<file path="config.mk">
export PLATFORM = sky130hd
export DESIGN_NAME = cpu_ctrl
export DESIGN_NICKNAME = d
export VERILOG_FILES = /design/src/rtl/cpu_ctrl_pkg.sv /design/src/rtl/cpu_ctrl_branch_lut.sv /design/src/rtl/cpu_ctrl.sv
export SDC_FILE = /design/constraint.sdc
export NUM_CORES = 1
export LEC_CHECK = 0
export ABC_AREA = 1
export BUFFER_PORTS_ARGS = -buffer_cell sky130_fd_sc_hd__buf_2
export CAP_MARGIN = 20
export CORE_MARGIN = 3
export CORE_UTILIZATION = 54
export DETAILED_ROUTE_END_ITERATION = 10
export PLACE_DENSITY = 0.86
export RECOVER_POWER = 100
export REMOVE_ABC_BUFFERS = 1
export SYNTH_ARGS = -nofsm -noshare
export SYNTH_HDL_FRONTEND = slang
export SYNTH_SLANG_ARGS = --single-unit
</file>
<file path="constraint.sdc">
create_clock -name clk -period 3.2 [get_ports clk]
set_clock_uncertainty 0.1 [all_clocks]
set_input_delay 0.32 -clock clk [delete_from_list [all_inputs] [get_ports clk]]
set_output_delay 0.32 -clock clk [all_outputs]
set_load 0.02 [all_outputs]
</file>
<file path="src/rtl/cpu_ctrl_pkg.sv">
// Shared definitions for the cpu_ctrl sequencer: opcodes, FSM states,
// instruction field positions and the branch target table.
package definitions;

    typedef enum logic [2:0] {
        kAND = 3'd0,
        kADD = 3'd1,
        kXOR = 3'd2,
        kLSH = 3'd3,
        kSTR = 3'd4,
        kLDM = 3'd5,
        kLDI = 3'd6,
        kBNE = 3'd7
    } op_mne;

    typedef enum logic [2:0] {
        IDLE  = 3'd0,
        FETCH = 3'd1,
        EXEC  = 3'd2,
        MEM   = 3'd3,
        WB    = 3'd4,
        HALT  = 3'd5
    } ctrl_state_t;

    localparam logic [8:0] HALT_INSTR_DEFAULT = 9'h1FF;

    localparam int unsigned OP_MSB      = 8;
    localparam int unsigned OP_LSB      = 6;
    localparam int unsigned RA_MSB      = 5;
    localparam int unsigned RA_LSB      = 3;
    localparam int unsigned RB_MSB      = 2;
    localparam int unsigned RB_LSB      = 0;
    localparam int unsigned LSH_DIR_BIT = 5;
    localparam int unsigned LSH_RA_MSB  = 4;

    // BNE targets, indexed by the rb field of the instruction
    localparam int unsigned BRANCH_TARGETS [8] = '{
        32'h00, 32'h08, 32'h0C, 32'h10, 32'h20, 32'h30, 32'h40, 32'h80
    };

endpackage

</file>
<file path="src/rtl/cpu_ctrl_branch_lut.sv">
// Combinational 8-entry branch target table: rb index to PC target.
module branch_lut
    import definitions::*;
#(
    parameter int unsigned PC_W = 8
) (
    input  logic [2:0]      idx_i,
    output logic [PC_W-1:0] target_o
);

    always_comb begin
        target_o = PC_W'(BRANCH_TARGETS[idx_i]);
    end

endmodule

</file>
<file path="src/rtl/cpu_ctrl.sv">
// Multi-cycle control sequencer for the 9-bit RISC core.
// Optional carry chain enabled by defining CPU_CTRL_CARRY_CHAIN_EN.
module cpu_ctrl
    import definitions::*;
#(
    parameter int unsigned PC_W       = 8,
    parameter logic [8:0]  HALT_INSTR = HALT_INSTR_DEFAULT
) (
    input  logic            clk,
    input  logic            reset,
    input  logic            start,
    output logic [PC_W-1:0] pc,
    input  logic [8:0]      instr,
    output logic [2:0]      alu_op,
    output logic            alu_rsh,
    output logic            alu_ci,
    input  logic [7:0]      alu_rslt,
    input  logic            alu_co,
    output logic [2:0]      rf_ra,
    output logic [2:0]      rf_rb,
    output logic [2:0]      rf_wa,
    output logic            rf_we,
    output logic            wd_sel,
    output logic            imm_sel,
    output logic [2:0]      imm,
    output logic            dm_we,
    output logic            done
);

    ctrl_state_t     state_q, state_d;
    logic [PC_W-1:0] pc_q, pc_d;
    logic [8:0]      ir_q, ir_d;
    logic [7:0]      rslt_q, rslt_d;
    logic [PC_W-1:0] branch_target;
    op_mne           op;
    logic            is_lsh;
    logic [2:0]      ra;
    logic            writes_rf;
    logic            wb_active;

    branch_lut #(.PC_W(PC_W)) u_branch_lut (
        .idx_i    (ir_q[RB_MSB:RB_LSB]),
        .target_o (branch_target)
    );

    // Datapath controls decode straight from the IR, so they stay put from EXEC through WB
    assign op        = op_mne'(ir_q[OP_MSB:OP_LSB]);
    assign is_lsh    = (op == kLSH);
    assign ra        = is_lsh ? {1'b0, ir_q[LSH_RA_MSB:RA_LSB]} : ir_q[RA_MSB:RA_LSB];
    assign writes_rf = (op inside {kAND, kADD, kXOR, kLSH, kLDI, kLDM});

    // Gating with reset keeps an aborted WB from committing anything
    assign wb_active = (state_q == WB) && !reset;

    assign pc      = pc_q;
    assign alu_op  = ir_q[OP_MSB:OP_LSB];
    assign alu_rsh = is_lsh & ir_q[LSH_DIR_BIT];
    assign rf_ra   = ra;
    assign rf_rb   = ir_q[RB_MSB:RB_LSB];
    assign rf_wa   = ra;
    assign imm_sel = (op == kLDI);
    assign imm     = ir_q[RB_MSB:RB_LSB];
    assign wd_sel  = (op == kLDM);
    assign rf_we   = wb_active & writes_rf;
    assign dm_we   = wb_active & (op == kSTR);
    assign done    = (state_q == HALT);

`ifdef CPU_CTRL_CARRY_CHAIN_EN
    logic cf_q, cf_d;
    logic co_q, co_d;

    assign alu_ci = cf_q;

    always_comb begin
        cf_d = cf_q;
        co_d = co_q;
        case (state_q)
            IDLE, HALT: if (start) cf_d = 1'b0;
            EXEC:       co_d = alu_co;
            WB:         if (op == kADD) cf_d = co_q;
            default:    ;
        endcase
    end

    always_ff @(posedge clk) begin
        if (reset) begin
            cf_q <= 1'b0;
            co_q <= 1'b0;
        end else begin
            cf_q <= cf_d;
            co_q <= co_d;
        end
    end
`else
    logic unused_alu_co;

    assign alu_ci        = 1'b0;
    assign unused_alu_co = alu_co;
`endif

    always_comb begin
        state_d = state_q;
        pc_d    = pc_q;
        ir_d    = ir_q;
        rslt_d  = rslt_q;
        case (state_q)
            IDLE, HALT: begin
                if (start) begin
                    state_d = FETCH;
                    pc_d    = '0;
                end
            end
            FETCH: begin
                ir_d    = instr;
                state_d = (instr == HALT_INSTR) ? HALT : EXEC;
            end
            EXEC: begin
                rslt_d  = alu_rslt;
                state_d = (op == kLDM) ? MEM : WB;
            end
            MEM: begin
                state_d = WB;
            end
            WB: begin
                if ((op == kBNE) && (rslt_q != '0)) begin
                    pc_d = branch_target;
                end else begin
                    pc_d = pc_q + PC_W'(1);
                end
                state_d = FETCH;
            end
            default: begin
                state_d = IDLE;
            end
        endcase
    end

    always_ff @(posedge clk) begin
        if (reset) begin
            state_q <= IDLE;
            pc_q    <= '0;
            ir_q    <= '0;
            rslt_q  <= '0;
        end else begin
            state_q <= state_d;
            pc_q    <= pc_d;
            ir_q    <= ir_d;
            rslt_q  <= rslt_d;
        end
    end

endmodule

</file>
Word level (Yosys, flattened, before mapping)
Memory sizes are Yosys's and may differ from the RTL's.
Cells that the tools add are included.
{ "word_totals": {"ff_bits": 28, "mem_bits_ro": 256, "inputBits": 21, "n_memories": 1} }
{ "classes": {"n_addsub": 1, "n_lt_le_gt_ge": 1, "n_eq_ne": 14, "mux": 10, "n_bitwise": 4, "reduce_logical": 10} }
{ "mem_list": {"columns": ["name", "depth", "word_bits", "read_ports", "rd_ports_with_merged_regs", "write_ports", "line_no", "source"], "rows": [
  ["(no name shown)", 8, 32, 1, 0, 0, "cpu_ctrl_branch_lut.sv:12", "target_o = PC_W'(BRANCH_TARGETS[idx_i]);"]
]} }
{ "op_table": {"columns": ["op", "n"], "rows": [
  ["2-to-1 mux 8 bit", 4],
  ["== test 3 bit, second input constant", 6],
  ["one-hot mux 8 bit (2 select lines)", 1],
  ["one-hot mux 3 bit (5 select lines)", 1],
  ["== test 3 x 2 -> 1 bit, second input constant", 4],
  ["2-to-1 mux 3 bit", 4],
  ["== test 9 bit, second input constant", 1],
  ["adder 8 x 1 -> 8 bit, second input constant", 1],
  ["nonzero test 8 bit", 1],
  ["== test 3 x 1 -> 1 bit, second input constant", 2],
  ["logical NOT 3 bit", 2],
  ["nonzero test 6 bit", 1],
  ["greater-or-equal comparator 4 bit, second input constant", 1],
  ["inverter 3 -> 4 bit", 1],
  ["AND 1 bit", 3],
  ["logical AND 1 bit", 2],
  ["!= test 2 bit, second input constant", 1],
  ["AND reduction 2 bit", 1],
  ["nonzero test 2 bit", 1],
  ["OR reduction 2 bit", 1],
  ["logical NOT 1 bit", 1]
]} }

Logic depth before layout (Yosys ltp)
Gate-level depths: netlist (run 1).
{ "logic_depth": {"depth_word": 6, "depth_mapped": 9} }

By module
A second synthesis (run 1) with hierarchy kept.
{ "hier_totals": {"hier_cells": 252, "hier_area_um2": 1674.1} }
{ "by_module_without_submodules": {"columns": ["module", "n_inst", "cells_per_inst", "area_each_um2", "seq_area_each_um2"], "rows": [
  ["cpu_ctrl", 1, 232, 1565.3, 560.5],
  ["branch_lut", 1, 20, 108.9, 0.0]
]} }

Worst setup path after synthesis (run 1)
No wires, ideal clock.
{ "synth_path": {"path_kind": "register to output", "startpoint": "register state_q[0]", "endpoint": "output dm_we", "arrival_ps": 1502, "required_ps": 2780, "setup_slack_ps": 1278, "path_stages_with_launch": 7, "path_buffers": 1, "path_cell_list": "dfxtp_1 > nor2_1 > nand2_1 > buf_2 > nor2_1 > inv_2 > nor4_1"} }
{ "synth_via": {"elab_chain_len": 3} }
{ "synth_rtl": {"columns": ["element", "line_no", "source"], "rows": [
  ["start, declared", "cpu_ctrl.sv:30", "ctrl_state_t state_q, state_d;"],
  ["start signal, assigned", "cpu_ctrl.sv:145", "state_q <= state_d;"],
  ["== test 3 bit", "cpu_ctrl.sv:53", "assign wb_active = (state_q == WB) && !reset;"],
  ["logical AND 1 bit", "cpu_ctrl.sv:53", null],
  ["AND 1 bit", "cpu_ctrl.sv:65", "assign dm_we = wb_active & (op == kSTR);"],
  ["end, declared", "cpu_ctrl.sv:26", "output logic dm_we,"]
]} }
No other way between the ends.

Final worst setup path (run 1)
Same ends and word-level chain as after synthesis.

==> results of run 1 <==
cells in the mapped netlist, drive strengths merged, types with 2 or more instances:
cell    instances  area [um^2]
nor2           34          130
nand2          33          124
nand3          29          145
dfxtp          28          561
o21ai          23          126
inv            22         85.1
a21oi          17         85.1
buf            17          123
ha              4         50.1
nor3            4         36.3
clkbuf          3         11.3
nand4           3         18.8
nor4            2         12.5
or2             2         12.5
xor2            2         17.5
metrics by stage:
step                utilization [%]  area, um^2  hold WS (ns)  std cells  power (mW)
floorplan                         -        1440         0.289        209       0.590
global placement               65.3        1720         0.383        287       0.663
detailed placement             65.3        1720         0.397        287       0.672
CTS                            67.3        1770        0.0866        291       0.906
global route                   64.8        1710        0.0895        291       0.928
finish                         64.8        1710        0.0922        291       0.876
power by group through the flow:
stage	sequential [mW]	clock, mW	combinational (mW)
4_1_cts	0.416	0.241	0.249
6_report	0.415	0.236	0.225
3_5_place_dp	0.423	0	0.249
3_3_place_gp	0.421	0	0.242
5_1_grt	0.422	0.251	0.255
2_1_floorplan	0.454	0	0.136
flip-flops by register name (all words and copies together) (netlist names):
signal and count:
state_q 3, ir_q 9, rslt_q 8, pc 8
critical path: stages, from the launching register on:
cell,delay [ns]
dfxtp_1,0.36
nor2_1,0.14
nand2_1,0.26
nor2_1,0.25
inv_2,0.06
nor4_1,0.17
clkbuf_1,0.26
cell families after synthesis:
kind of cell	Yosys count
other cells	1
simple gates	109
buf+inv	42
compound gates	42
fa+ha+maj	4
flops	28
xor+xnor	3
worst paths after layout:
check / cells past startpoint / to / start / slack [ns]
max: 6 / dm_we / state_q[0] / 0.94
min: 3 / rslt_q[5] / alu_rslt[5] / 0.09
max reg2reg: 6 / pc[5] / ir_q[6] / 1.00
min reg2reg: 2 / ir_q[5] / ir_q[5] / 0.41
cell type report:
| class | instances | area, um^2 | area share (%) |
|---|---|---|---|
| Inverter | 22 | 85.1 | 4.98 |
| Clock buffer | 3 | 22.5 | 1.32 |
| Timing Repair Buffer | 48 | 204 | 11.9 |
| Sequential cell | 28 | 561 | 32.8 |
| Clock inverter | 1 | 30.0 | 1.76 |
| Tap cell | 30 | 37.5 | 2.20 |
| Multi-Input combinational cell | 159 | 768 | 45.0 |
layer usage:
metal / global-route usage, % / vias to the layer above / part of all wire [%]
met3: 4.10 / 2 / 7.4
met1: 26.8 / 710 / 46
li1: - / 801 / -
met4: 6.33 / 0 / 0.61
met5: 0 / - / 0
met2: 31.6 / 53 / 46
==> reports/results.tsv, run 1 <==
metric	value	unit
gpl congestion	0.851	
Worst EP arrival	1.84	ns
worst skew pair latency	0.33	ns
CTS root buffer	clkbuf_4	
CTS clock-pin slew for the worst setup and hold paths	0.15	ns
Antenna Diode Count	0	
initial antenna violation count	0	
largest family of logic cells by synthesized area	simple AND/OR/NAND/NOR gates	
Synth Area in Simple Gates	31.2	%
Yosys reg bits	28	
row cnt	18	
number of detailed-route iterations in the first pass	5	
Worst Path Required	2.78	ns
Final WS setup	0.940	ns
Critical Path Source Type	register	
Residual DRC	0	
Port Buf Inserts	48	
Final Critical Period	2.26	ns
fmax	442	MHz
Comb power frac	25.7	%
Slew HR	35.6	%
Via density	5.38	
CTS max path bufs	2	
Detailed Place HPWL	2630	um
ys async rst share	0	%
share of cells above drive strength 1	11.5	%
initial drt markers	127	
Cell variety after synth	30	
Syn Inst Count	229	
final slew viol count	0	
Clk network pwr share	26.9	%
Synth Flop Type	dfxtp_1	
vias in the first global route	1312	
switching power	300	uW
number of synthesized flops with an enable pin	0	
die width	60.1	um
worst hold path type	input pin to register	
xor-xnor portion of the synthesized cell area	1.67	%
Int Pwr	576	uW
die area	3610	um^2
sw frac	34.3	%
most common cell after layout, fill and taps aside	nor2_1	
Max-cap violations	0	
leakage	0.737	nW
Syn Area/Cell	6.89	um^2
sequential share of the synthesized area	35.5	%
CTS buffer count	3	
CTS Hold Bufs	0	
total gr overflow	0	
outcome	complete, no violations	
Top Ports	51	
post_cts resized	0	
peak supply drop	495	uV
Max Fanout on Critical Path	11	
largest net degree at the start of global routing	21	
Final period util	70.6	%
Setup Buffers After CTS	0	
Hold Vio Cnt, Final	0	
Setup Viol. Count Final	0	
setup TNS	0	ns
nets@finish	287	
core area	2640	um^2
most frequent cells in the layout	nor2_1 (34), nand2_1 (33), nand3_1 (29), clkbuf_1 (29), dfxtp_1 (28)	
crit end category	primary output	
CTS sink count	28	
Adder-Cell Fraction of Synth Area	3.17	%
drt wl/cell	11.8	um
yosys synthesis warning count	0	
WL final	3420	um
multiplexer share of the synthesized area	0	%
Final ANT Viol Nets	0	
chip height	60.1	um
Initial Utilization	59.9	%
sequential share of power	47.4	%
synthesized area	1580	um^2
H-Tree Depth	1	
fillers	268	
Synth-to-Final Area Change	8.25	%
Total Routing Usage GR	19.9	%
CTS tree	built	
post-synthesis compound-gate area fraction	14.3	%
measured slew at the worst slew-check pin	0.959	ns
Setup CP Type	register to primary output	
pwr/cell area	513	nW/um^2
DP Worst Slack	1.38	ns
RSZ-0062 raised after global routing	false	
routed vias	1566	
global-route wire length before repair	5600	um
Power figures use the tool's default switching activity.
==> inputs of run 2 (changes only) <==
Settings changed: ABC_AREA 1 to 0, CORE_UTILIZATION 54 to 51, PLACE_DENSITY 0.86 to 0.82.
Clock period 3.2 ns to 2.27 ns, I/O delays scaled along.
==> reports/results.tsv, run 2 <==
metric	value	unit
Max Fanout on Critical Path	10	
Slew HR	36.4	%
yosys synthesis warning count	0	
peak supply drop	479	uV
Synth-to-Final Area Change	8.09	%
final slew viol count	0	
core area	2900	um^2
CTS buffer count	3	
most frequent cells in the layout	dfxtp_1 (28), clkbuf_1 (28), nor2_1 (25)	
Final Critical Period	2.03	ns
crit end category	primary output	
total gr overflow	0	
Setup Viol. Count Final	0	
routed vias	1411	
most frequent cells after synthesis	dfxtp_1 (28), nor2_1 (24), mux2i_1 (17)	
H-Tree Depth	1	
crit-path max cell delay	0.52	ns
final instance area	1770	um^2
Yosys reg bits	28	
sequential share of the synthesized area	34.2	%
Max-cap violations	0	
measured slew at the worst slew-check pin	0.950	ns
row cnt	19	
global-route wire length before repair	6000	um
die width	62.7	um
Via density	5.47	
Synth Flop Type	dfxtp_1	
ys async rst share	0	%
Antenna Diode Count	0	
Final ANT Viol Nets	0	
vias in the first global route	1278	
post_cts resized	0	
leakage	0.669	nW
Syn Inst Count	184	
Final Core Density	61.1	%
CTS clock-pin slew for the worst setup and hold paths	0.16	ns
gpl congestion	0.842	
number of detailed-route iterations in the first pass	4	
worst skew pair latency	0.33	ns
Cell variety after synth	46	
CTS tree	built	
setup TNS	0	ns
Top reg by flops	ir_q	
area leader, netlist	dfxtp_1	
max reg flops	9	
Overall Power	1.15	mW
pwr/cell area	652	nW/um^2
Residual DRC	0	
CP cell instances	nor3b_2 -> nand2_2 -> nor4b_1 -> clkbuf_2	
worst hold path type	input pin to register	
Worst Path Required	1.94	ns
fmax	492	MHz
Top Ports	51	
CTS max path bufs	2	
initial drt markers	104	
Setup Buffers After CTS	0	
most common cell in the netlist	dfxtp_1	
Detailed Place HPWL	2640	um
WL final	3490	um
chip height	62.7	um
number of synthesized flops with an enable pin	0	
synthesized area	1640	um^2
CTS sink count	28	
Syn Area/Cell	8.91	um^2
Port Buf Inserts	48	
Worst EP arrival	1.71	ns
Hold Vio Cnt, Final	0	
initial antenna violation count	0	
die area	3930	um^2
outcome	complete, no violations	
Final period util	89.5	%
synth top area cells	dfxtp_1 (34%), mux2i_1 (10%), buf_4 (7.3%)	
Setup CP Type	register to primary output	
drt wl/cell	13.5	um
CTS root buffer	clkbuf_4	
Area after DPL	1790	um^2
nets@finish	242	
Critical Path Source Type	register	
CTS Hold Bufs	0	
Initial Utilization	56.5	%
Synth top area share	34.2	%
share of cells above drive strength 1	15.3	%
largest net degree at the start of global routing	27	
Crit-path slowest cell	dfxtp_1	
RSZ-0062 raised after global routing	false	
Total Routing Usage GR	18.4	%
-- run 2: kinds of logic after synthesis --
family / count (synthesis) / synth area share, %
DFF: 28 / 34.2
other: 1 / 0.229
adders and majority gates: 4 / 3.05
muxes: 19 / 11.8
and+or+nand+nor: 65 / 22.3
xor gates and xnor gates: 1 / 0.534
buffers and inverters: 32 / 12.9
AOI/OAI and AO/OA: 34 / 15.0
-- run 2: stage by stage --
stage	hold WS [ns]	worst slack [ns]	std cells
2_1_floorplan	0.196	0.108	160
3_3_place_gp	0.362	0.554	254
3_5_place_dp	0.369	0.486	254
4_1_cts	0.0114	0.219	258
5_1_grt	0.0178	0.0934	258
6_report	0.0200	0.238	258
-- run 2: critical path, delay by kind of cell, from the launching register on --
family	cells	cell delay (ns)
flip-flops	1	0.52
AND/OR/NAND/NOR	3	0.63
buffers and inverters	1	0.22
-- run 2: final timing paths --
| path | startpoint | end | slack [ns] | cells past startpoint |
|---|---|---|---|---|
| setup reg to reg | state_q[1] | rslt_q[0] | 0.28 | 4 |
| setup / recovery | state_q[2] | dm_we | 0.24 | 4 |
| hold reg to reg | rslt_q[2] | rslt_q[2] | 0.42 | 2 |
| hold / removal | alu_rslt[2] | rslt_q[2] | 0.02 | 3 |
-- run 2: final cells by class --
class	count	area [um^2]
Timing Repair Buffer	52	233
Sequential cell	28	561
Tap cell	42	52.6
Clock inverter	1	30.0
Inverter	8	30.0
Clock buffer	3	22.5
Fill cell	287	1130
Multi-Input combinational cell	124	843
-- run 2: power breakdown --
| part | total (mW) | switching (mW) | internal (mW) |
|---|---|---|---|
| combinational | 0.254 | 0.149 | 0.105 |
| clock | 0.331 | 0.152 | 0.179 |
| sequential | 0.570 | 0.0469 | 0.523 |
| total | 1.15 | 0.348 | 0.807 |
-- run 2: routing by layer --
metal,GRT usage [%],wire (um),vias up
li1,-,-,707
met1,24.4,1560,654
met3,4.32,219,4
met5,0,0,-
met4,5.23,25,0
met2,29.6,1690,46
